`src/rtl/washer_plant_feedback_if.sv`:
```
// Controller <-> plant bundle: actuator commands and raw door switch in, sensor/timeout feedback out.
// master = controller/testbench side, slave = plant model side.
interface washer_plant_feedback_if #(
  parameter int LEVEL_W = 8
);
  logic               fill_value_on;
  logic               drain_value_on;
  logic               motor_on;
  logic               door_lock;
  logic               soap_wash;
  logic               water_wash;
  logic               done;
  logic               door_sw;
  logic               filled;
  logic               drained;
  logic               detergent_added;
  logic               cycle_timeout;
  logic               spin_timeout;
  logic               door_close;
  logic [LEVEL_W-1:0] water_level;
  logic               fault;

  modport master (
    output fill_value_on, drain_value_on, motor_on, door_lock,
    output soap_wash, water_wash, done, door_sw,
    input  filled, drained, detergent_added, cycle_timeout,
    input  spin_timeout, door_close, water_level, fault
  );

  modport slave (
    input  fill_value_on, drain_value_on, motor_on, door_lock,
    input  soap_wash, water_wash, done, door_sw,
    output filled, drained, detergent_added, cycle_timeout,
    output spin_timeout, door_close, water_level, fault
  );
endinterface

```
`src/rtl/washer_plant_feedback.sv`:
```
// Washer plant model: drum level, detergent doser, wash/spin timers, door debounce.
// Optional fill/valve fault checker is built only when FAULT_DETECT_EN is defined.
module washer_plant_feedback #(
  parameter int LEVEL_W         = 8,
  parameter int LEVEL_MAX       = 200,
  parameter int FILL_RATE       = 4,
  parameter int DRAIN_RATE      = 8,
  parameter int TMR_W           = 16,
  parameter int DOSE_CYCLES     = 16,
  parameter int WASH_CYCLES     = 1000,
  parameter int SPIN_CYCLES     = 500,
  parameter int DEBOUNCE_CYCLES = 8,
  parameter int FILL_TIMEOUT    = 255
) (
  input  logic                   clk,
  input  logic                   reset,
  washer_plant_feedback_if.slave pif
);

  localparam int DB_W = $clog2(DEBOUNCE_CYCLES + 1);

  localparam logic [LEVEL_W-1:0] LVL_MAX    = LEVEL_W'(LEVEL_MAX);
  localparam logic [LEVEL_W:0]   FILL_INC   = (LEVEL_W+1)'(FILL_RATE);
  localparam logic [LEVEL_W:0]   LVL_MAX_X  = (LEVEL_W+1)'(LEVEL_MAX);
  localparam logic [LEVEL_W:0]   DRAIN_DEC  = (LEVEL_W+1)'(DRAIN_RATE);
  localparam logic [TMR_W-1:0]   DOSE_LAST  = TMR_W'(DOSE_CYCLES - 1);
  localparam logic [TMR_W-1:0]   WASH_MAX   = TMR_W'(WASH_CYCLES);
  localparam logic [TMR_W-1:0]   SPIN_MAX   = TMR_W'(SPIN_CYCLES);
  localparam logic [DB_W-1:0]    DB_MAX     = DB_W'(DEBOUNCE_CYCLES);

  typedef enum logic [1:0] {
    DOSER_IDLE,
    DOSER_DOSE,
    DOSER_DONE
  } doser_e;

  logic [LEVEL_W-1:0] level_q, level_d;
  doser_e             dstate_q, dstate_d;
  logic [TMR_W-1:0]   dose_cnt_q, dose_cnt_d;
  logic               dosed_q, dosed_d;
  logic               det_q, det_d;
  logic [TMR_W-1:0]   wash_q, wash_d;
  logic [TMR_W-1:0]   spin_q, spin_d;
  logic               sw_last_q, sw_last_d;
  logic [DB_W-1:0]    db_cnt_q, db_cnt_d;
  logic               db_q, db_d;

  logic               filled;
  logic               drained;
  logic [LEVEL_W:0]   level_x;
  logic               dose_start;

  assign filled  = (level_q == LVL_MAX);
  assign drained = (level_q == '0);

  // Level arithmetic is one bit wider so the fill clamp cannot wrap.
  always_comb begin
    level_d = level_q;
    level_x = {1'b0, level_q};
    if (pif.fill_value_on && !pif.drain_value_on) begin
      level_x = {1'b0, level_q} + FILL_INC;
      level_d = (level_x > LVL_MAX_X) ? LVL_MAX : level_x[LEVEL_W-1:0];
    end else if (pif.drain_value_on && !pif.fill_value_on) begin
      level_x = ({1'b0, level_q} < DRAIN_DEC) ? '0 : ({1'b0, level_q} - DRAIN_DEC);
      level_d = level_x[LEVEL_W-1:0];
    end
  end

  // Dose only into a full, locked, idle drum, and only once per wash.
  assign dose_start = pif.soap_wash && !pif.water_wash && filled && pif.door_lock &&
                      !dosed_q && !pif.motor_on && !pif.fill_value_on && !pif.drain_value_on;

  always_comb begin
    dstate_d   = dstate_q;
    dose_cnt_d = dose_cnt_q;
    dosed_d    = dosed_q;
    case (dstate_q)
      DOSER_IDLE: begin
        if (dose_start) begin
          dstate_d   = DOSER_DOSE;
          dose_cnt_d = '0;
        end
      end
      DOSER_DOSE: begin
        if (dose_cnt_q == DOSE_LAST) begin
          dstate_d = DOSER_DONE;
          dosed_d  = 1'b1;
        end else begin
          dose_cnt_d = dose_cnt_q + 1'b1;
        end
      end
      DOSER_DONE: begin
        if (pif.motor_on) dstate_d = DOSER_IDLE;
      end
      default: dstate_d = DOSER_IDLE;
    endcase
    if (!pif.door_lock) dstate_d = DOSER_IDLE;
    if (pif.done || !pif.door_lock) dosed_d = 1'b0;
    det_d = (dstate_d == DOSER_DONE);
  end

  always_comb begin
    wash_d = '0;
    if (pif.motor_on) wash_d = (wash_q == WASH_MAX) ? wash_q : wash_q + 1'b1;
  end

  // Spin time only accrues once the drum is empty; the drain valve closing clears it.
  always_comb begin
    spin_d = '0;
    if (pif.drain_value_on) begin
      spin_d = spin_q;
      if (pif.water_wash && drained && (spin_q != SPIN_MAX)) spin_d = spin_q + 1'b1;
    end
  end

  // db_cnt counts consecutive samples equal to the newest one, the first differing sample counting as one.
  always_comb begin
    sw_last_d = pif.door_sw;
    db_cnt_d  = db_cnt_q;
    db_d      = db_q;
    if (pif.door_sw != sw_last_q) begin
      db_cnt_d = DB_W'(1);
    end else if (db_cnt_q != DB_MAX) begin
      db_cnt_d = db_cnt_q + 1'b1;
    end
    if (db_cnt_d == DB_MAX) db_d = pif.door_sw;
  end

  always_ff @(posedge clk) begin
    if (!reset) begin
      level_q    <= '0;
      dstate_q   <= DOSER_IDLE;
      dose_cnt_q <= '0;
      dosed_q    <= 1'b0;
      det_q      <= 1'b0;
      wash_q     <= '0;
      spin_q     <= '0;
      sw_last_q  <= 1'b0;
      db_cnt_q   <= '0;
      db_q       <= 1'b0;
    end else begin
      level_q    <= level_d;
      dstate_q   <= dstate_d;
      dose_cnt_q <= dose_cnt_d;
      dosed_q    <= dosed_d;
      det_q      <= det_d;
      wash_q     <= wash_d;
      spin_q     <= spin_d;
      sw_last_q  <= sw_last_d;
      db_cnt_q   <= db_cnt_d;
      db_q       <= db_d;
    end
  end

`ifdef FAULT_DETECT_EN
  localparam logic [TMR_W-1:0] FILL_TO = TMR_W'(FILL_TIMEOUT);

  logic [TMR_W-1:0] fill_cnt_q, fill_cnt_d;
  logic             fault_q, fault_d;

  always_comb begin
    fill_cnt_d = '0;
    if (pif.fill_value_on && !filled)
      fill_cnt_d = (fill_cnt_q == FILL_TO) ? fill_cnt_q : fill_cnt_q + 1'b1;
    fault_d = fault_q || (pif.fill_value_on && pif.drain_value_on) || (fill_cnt_d == FILL_TO);
  end

  always_ff @(posedge clk) begin
    if (!reset) begin
      fill_cnt_q <= '0;
      fault_q    <= 1'b0;
    end else begin
      fill_cnt_q <= fill_cnt_d;
      fault_q    <= fault_d;
    end
  end

  assign pif.fault = fault_q;
`else
  assign pif.fault = 1'b0;
`endif

  assign pif.filled          = filled;
  assign pif.drained         = drained;
  assign pif.detergent_added = det_q;
  assign pif.cycle_timeout   = (wash_q == WASH_MAX);
  assign pif.spin_timeout    = (spin_q == SPIN_MAX);
  assign pif.door_close      = pif.door_lock | db_q;
  assign pif.water_level     = level_q;

endmodule

```
`src/flat_wrapper.sv`:
```
// flat-port wrapper written by rule: the top's interface ports become plain ports
module washer_plant_feedback_flat 
#(
  parameter int LEVEL_W         = 8,
  parameter int LEVEL_MAX       = 200,
  parameter int FILL_RATE       = 4,
  parameter int DRAIN_RATE      = 8,
  parameter int TMR_W           = 16,
  parameter int DOSE_CYCLES     = 16,
  parameter int WASH_CYCLES     = 1000,
  parameter int SPIN_CYCLES     = 500,
  parameter int DEBOUNCE_CYCLES = 8,
  parameter int FILL_TIMEOUT    = 255
)
  (clk, reset, pif_fill_value_on, pif_drain_value_on, pif_motor_on, pif_door_lock, pif_soap_wash, pif_water_wash, pif_done, pif_door_sw, pif_filled, pif_drained, pif_detergent_added, pif_cycle_timeout, pif_spin_timeout, pif_door_close, pif_water_level, pif_fault);
  washer_plant_feedback_if #(.LEVEL_W(LEVEL_W)) pif_i ();
  input  logic clk;
  input  logic reset;
  input wire logic [$bits(pif_i.fill_value_on)-1:0] pif_fill_value_on;
  input wire logic [$bits(pif_i.drain_value_on)-1:0] pif_drain_value_on;
  input wire logic [$bits(pif_i.motor_on)-1:0] pif_motor_on;
  input wire logic [$bits(pif_i.door_lock)-1:0] pif_door_lock;
  input wire logic [$bits(pif_i.soap_wash)-1:0] pif_soap_wash;
  input wire logic [$bits(pif_i.water_wash)-1:0] pif_water_wash;
  input wire logic [$bits(pif_i.done)-1:0] pif_done;
  input wire logic [$bits(pif_i.door_sw)-1:0] pif_door_sw;
  output wire logic [$bits(pif_i.filled)-1:0] pif_filled;
  output wire logic [$bits(pif_i.drained)-1:0] pif_drained;
  output wire logic [$bits(pif_i.detergent_added)-1:0] pif_detergent_added;
  output wire logic [$bits(pif_i.cycle_timeout)-1:0] pif_cycle_timeout;
  output wire logic [$bits(pif_i.spin_timeout)-1:0] pif_spin_timeout;
  output wire logic [$bits(pif_i.door_close)-1:0] pif_door_close;
  output wire logic [$bits(pif_i.water_level)-1:0] pif_water_level;
  output wire logic [$bits(pif_i.fault)-1:0] pif_fault;
  assign pif_i.fill_value_on = pif_fill_value_on;
  assign pif_i.drain_value_on = pif_drain_value_on;
  assign pif_i.motor_on = pif_motor_on;
  assign pif_i.door_lock = pif_door_lock;
  assign pif_i.soap_wash = pif_soap_wash;
  assign pif_i.water_wash = pif_water_wash;
  assign pif_i.done = pif_done;
  assign pif_i.door_sw = pif_door_sw;
  assign pif_filled = pif_i.filled;
  assign pif_drained = pif_i.drained;
  assign pif_detergent_added = pif_i.detergent_added;
  assign pif_cycle_timeout = pif_i.cycle_timeout;
  assign pif_spin_timeout = pif_i.spin_timeout;
  assign pif_door_close = pif_i.door_close;
  assign pif_water_level = pif_i.water_level;
  assign pif_fault = pif_i.fault;
  washer_plant_feedback #(.LEVEL_W(LEVEL_W), .LEVEL_MAX(LEVEL_MAX), .FILL_RATE(FILL_RATE), .DRAIN_RATE(DRAIN_RATE), .TMR_W(TMR_W), .DOSE_CYCLES(DOSE_CYCLES), .WASH_CYCLES(WASH_CYCLES), .SPIN_CYCLES(SPIN_CYCLES), .DEBOUNCE_CYCLES(DEBOUNCE_CYCLES), .FILL_TIMEOUT(FILL_TIMEOUT)) u_core (.clk(clk), .reset(reset), .pif(pif_i));
endmodule
```
`config.mk`:
```
export PLATFORM = sky130hd
export DESIGN_NAME = washer_plant_feedback_flat
export DESIGN_NICKNAME = d
export VERILOG_FILES = /design/src/rtl/washer_plant_feedback_if.sv /design/src/rtl/washer_plant_feedback.sv /design/src/flat_wrapper.sv
export SDC_FILE = /design/constraint.sdc
export NUM_CORES = 1
export LEC_CHECK = 0
export CORE_MARGIN = 8
export CORE_UTILIZATION = 35
export DETAILED_ROUTE_END_ITERATION = 6
export DONT_BUFFER_PORTS = 1
export PLACE_DENSITY_LB_ADDON = 0.1
export SLEW_MARGIN = 40
export SYNTH_ARGS = -nofsm -noshare
export SYNTH_HDL_FRONTEND = slang
export SYNTH_SLANG_ARGS = --single-unit
```
`constraint.sdc`:
```
create_clock -name clk -period 2.22 [get_ports clk]
set_clock_uncertainty 0.15 [all_clocks]
set_input_delay 0.222 -clock clk [delete_from_list [all_inputs] [get_ports clk]]
set_output_delay 0.222 -clock clk [all_outputs]
set_load 0.005 [all_outputs]
```
==> flow_summary.html <==
<table>
<tr><th>Metric</th><th>Value</th></tr>
<tr><th colspan="2">Run status</th></tr>
<tr><td>Status</td><td>completed</td></tr>
<tr><th colspan="2">CTS</th></tr>
<tr><td>Clock tree from TritonCTS</td><td>done</td></tr>
<tr><td>Clock net sink count</td><td>64</td></tr>
<tr><td>Number of buffers created by CTS</td><td>9</td></tr>
<tr><td>Max clock buf depth</td><td>2</td></tr>
<tr><td>Buffer cell driving the clock tree root</td><td>clkbuf_8</td></tr>
<tr><td>Worst-Skew Late Latency</td><td>0.34 ns</td></tr>
<tr><td>Clk slew on worst S/H paths</td><td>0.07 ns</td></tr>
<tr><td>CTS H-Tree Depth</td><td>3</td></tr>
<tr><th colspan="2">Die</th></tr>
<tr><td>DIE HEIGHT</td><td>113 µm</td></tr>
<tr><td>Die outline width</td><td>113 µm</td></tr>
<tr><td>Row Count</td><td>35</td></tr>
<tr><td>Initial cell density of the core</td><td>0.357</td></tr>
<tr><td>Total Die Area</td><td>12700 µm²</td></tr>
<tr><td>Core footprint</td><td>9150 µm²</td></tr>
<tr><td>I/O pin total</td><td>25</td></tr>
<tr><th colspan="2">Final layout</th></tr>
<tr><td>Number of fillers in the final layout</td><td>923</td></tr>
<tr><td>Fraction of final layout cells with drive strength greater than 1</td><td>0.0862</td></tr>
<tr><td>Combined flip-flop and latch cell area</td><td>1280 µm²</td></tr>
<tr><td>Final antenna diode count</td><td>0</td></tr>
<tr><td>Layout Cells excl Fill</td><td>517</td></tr>
<tr><td>Post-Layout Inst Area</td><td>3680 µm²</td></tr>
<tr><td>Total Nets Final</td><td>426</td></tr>
<tr><td>Area delta synth-&gt;final</td><td>12.5%</td></tr>
<tr><td>Multi-input gate area in the final layout</td><td>1860 µm²</td></tr>
<tr><th colspan="2">Synth</th></tr>
<tr><td>Number of enable flip-flop cells after synthesis</td><td>0</td></tr>
<tr><td>Count of distinct cell types in the synthesized netlist</td><td>51</td></tr>
<tr><td>Top cells by area, synth</td><td>dfxtp_1, xor2_1, nor2_1</td></tr>
<tr><td>Post-Syn Area per Cell</td><td>8.43 µm²</td></tr>
<tr><td>Sequential share of the synthesized area</td><td>0.392</td></tr>
<tr><td>Proportion of netlist area held by the largest area contributor</td><td>0.392</td></tr>
<tr><td>Post-synthesis cell count</td><td>388</td></tr>
<tr><td>Leading register cell type out of synthesis</td><td>dfxtp_1</td></tr>
<tr><td>Async set-reset flop share out of synthesis</td><td>0</td></tr>
<tr><td>Flip-flop and latch count after synthesis</td><td>64</td></tr>
<tr><td>Number of synthesis warnings</td><td>0</td></tr>
<tr><td>Cell area after synthesis</td><td>3270 µm²</td></tr>
<tr><td>Largest area contributor in the netlist</td><td>dfxtp_1</td></tr>
<tr><th colspan="2">Drt</th></tr>
<tr><td>First-pass iteration count of the detailed router</td><td>4</td></tr>
<tr><td>Routed length per instance</td><td>13.7 µm</td></tr>
<tr><td>DRC Markers</td><td>0</td></tr>
<tr><td>Via density per instance</td><td>5.03</td></tr>
<tr><td>Final WL</td><td>7.06 mm</td></tr>
<tr><td>Vias post-DR</td><td>2601</td></tr>
<tr><td>Number of routed nets with antenna violations</td><td>0</td></tr>
<tr><td>Initial DRC Count</td><td>109</td></tr>
<tr><th colspan="2">Timing</th></tr>
<tr><td>Final number of max-transition violations</td><td>0</td></tr>
<tr><td>Number of hold violations in the final report</td><td>0</td></tr>
<tr><td>Slew headroom</td><td>0.614</td></tr>
<tr><td>Final setup viols</td><td>0</td></tr>
<tr><td>Final clock period utilization by the worst path</td><td>0.935</td></tr>
<tr><td>Maximum operating frequency</td><td>0.482 GHz</td></tr>
<tr><td>Final setup TNS</td><td>0 ns</td></tr>
<tr><td>Final worst path period need</td><td>2.08 ns</td></tr>
<tr><td>Least-Margin Pin Slew</td><td>0.578 ns</td></tr>
<tr><td>Setup repair after global routing missed its margin</td><td>false</td></tr>
<tr><th colspan="2">Worst hold path</th></tr>
<tr><td>Type of the tightest min-delay check</td><td>primary input to flip-flop</td></tr>
<tr><th colspan="2">Placed design</th></tr>
<tr><td>Count of buffers inserted at the top-level ports</td><td>0</td></tr>
<tr><td>HPWL after detailed placement</td><td>5.05 mm</td></tr>
<tr><td>GPL Wtd Cong</td><td>0.797</td></tr>
<tr><td>Cell total after placement</td><td>498</td></tr>
<tr><td>Instance area at placement</td><td>3410 µm²</td></tr>
<tr><th colspan="2">Critical path</th></tr>
<tr><td>Setup crit end kind</td><td>flip-flop</td></tr>
<tr><td>Largest incremental delay on the critical path</td><td>0.43 ns</td></tr>
<tr><td>CP Cell Sequence</td><td>ha_1 &gt; nand4_1 &gt; xor2_1 &gt; o311ai_2 &gt; nor2_1 &gt; a2111oi_1</td></tr>
<tr><td>WS Path Type</td><td>flip-flop to flip-flop</td></tr>
<tr><td>Bufs and invs on worst path</td><td>0</td></tr>
<tr><td>Cell family contributing the most delay on the critical path</td><td>compound AO/OA/AOI/OAI gates</td></tr>
<tr><td>Cell with the biggest individual delay on the critical path</td><td>dfxtp_1</td></tr>
<tr><td>Worst path required time</td><td>2.30 ns</td></tr>
<tr><td>Maximum net fanout on the critical path</td><td>6</td></tr>
<tr><td>Startpoint types</td><td>flip-flop</td></tr>
<tr><td>Worst endpoint data arrival time</td><td>2.15 ns</td></tr>
<tr><th colspan="2">Global routing</th></tr>
<tr><td>Global-route wire length before repair</td><td>11.9 mm</td></tr>
<tr><td>Vias in the first global route</td><td>2479</td></tr>
<tr><td>Global-route total usage across every layer</td><td>0.115</td></tr>
<tr><td>Largest net degree at the start of global routing</td><td>17</td></tr>
<tr><td>Overflow after GRT</td><td>0</td></tr>
<tr><td>Number of antenna violations at the first check in global routing</td><td>0</td></tr>
<tr><th colspan="2">Power</th></tr>
<tr><td>Power per Cell Area</td><td>691 nW/µm²</td></tr>
<tr><td>Leakage power</td><td>1.34 nW</td></tr>
<tr><td>Worst IR Drop VDD</td><td>0.234 mV</td></tr>
<tr><th colspan="2">Job</th></tr>
<tr><td>Maximum capacitance violations</td><td>0</td></tr>
</table>
## what timing repair did
item,CTS,global route
endpoints found under the hold margin,11,0
pin swaps,0,1
setup endpoints to repair,1,5
resized for setup,1,5
hold buffers,4,0
buffers inserted,0,0
## path summary, 6_finish.rpt
path	start	to	slack (ns)	cells after the start
max reg2reg	u_core.pif.water_level[3]	u_core.pif.water_level[3]	0.14	6
min reg2reg	u_core.db_q	u_core.db_q	0.32	2
max	u_core.pif.water_level[3]	u_core.pif.water_level[3]	0.14	6
min	reset	u_core.pif.water_level[6]	0.008	2
## sequential cells by signal, indices dropped and copies added (netlist names)
| signal | flops |
|---|---|
| u_core.spin_q | 16 |
| u_core.db_cnt_q | 4 |
| u_core.pif.water_level | 6 |
| u_core.dose_cnt_q | 16 |
| u_core.pif.detergent_added | 1 |
| u_core.dstate_q | 2 |
| u_core.wash_q | 16 |
| u_core.dosed_q | 1 |
| u_core.db_q | 1 |
| u_core.sw_last_q | 1 |
## power by group
group          leakage (nW)  switching [W]  total, W  internal (W)
Combinational         0.712       0.000175  0.000300      0.000125
Sequential            0.518      0.0000357   0.00121       0.00117
Clock                 0.108       0.000433   0.00103      0.000601
## worst reg2reg max path: stages (launching register included)
cell and delay (ns):
dfxtp_1 0.43, ha_1 0.25, nand4_1 0.15, xor2_1 0.21
o311ai_2 0.38, nor2_1 0.08, a2111oi_1 0.32
## through the flow
step / setup slack (ns) / total power, W / hold WS, ns / utilization
final: 0.145 / 0.00254 / 0.00771 / 0.402
after global routing: 0.000824 / 0.00268 / 0.00793 / 0.402
after CTS: 0.00887 / 0.00257 / 0.00183 / 0.400
after detailed placement: 0.0249 / 0.00151 / 0.156 / 0.373
after global placement: 0.0980 / 0.00151 / 0.153 / 0.373
after floorplan: 0.265 / 0.00145 / 0.151 / -
## synthesized netlist by cell type (2+ instances only)
library cell and n:
nor4bb_1 3, and3_1 6, and2_1 2, and3b_1 2
nor2b_1 2, nand4_1 13, nor3b_1 3, nand3b_1 2
nor2_1 62, nand2_1 30, a21oi_1 14, xor2_1 34
buf_4 6, nand2b_1 3, dfxtp_1 64, nor4b_1 6
ha_1 14, nor4_1 6, mux2i_1 2, or2_2 2
o21ai_0 7, a211oi_1 2, and4_1 6, xnor2_1 12
nor3_1 12, nand3_1 23, inv_1 19, clkbuf_1 5
or3_1 4
## area by class of cell
type                       count  share of cell area
multi-input combinational    293               0.506
tap                          111              0.0378
sequential                    64               0.349
inverter                      20              0.0204
timing repair buffer          14              0.0313
clock buffer                  12              0.0449
clock inverter                 3              0.0109
## cell usage in the layout, fill, tap and decap left out, types with 7 or more instances in the layout
cell | netlist | routed
dfxtp_1 | 64 | 63
nor2_1 | 62 | 62
xor2_1 | 34 | 34
nand2_1 | 30 | 30
nand3_1 | 23 | 23
inv_1 | 19 | 19
a21oi_1 | 14 | 14
ha_1 | 14 | 14
nand4_1 | 13 | 13
nor3_1 | 12 | 12
xnor2_1 | 12 | 12
clkbuf_8 | 0 | 12
buf_4 | 6 | 10
o21ai_0 | 7 | 7
## layer usage
metal | share of wire | vias to the layer above | wire [µm] | track usage
met5 | 0 | - | 0 | 0
met2 | 0.47 | 26 | 3310 | 0.185
met1 | 0.49 | 1200 | 3450 | 0.142
met4 | 0.010 | 0 | 74 | 0.0459
li1 | - | 1367 | - | -
met3 | 0.031 | 8 | 222 | 0.0333
## cell families after synthesis
group / share of synthesized area
adder cells (fa/ha/maj): 0.0536
other: 0.00115
flip-flops: 0.392
AO/OA/AOI/OAI: 0.0670
XOR/XNOR: 0.123
multiplexers: 0.00612
buffers and inverters: 0.0475
AND/OR/NAND/NOR: 0.310
No activity file was read; power rests on OpenSTA's default activity.
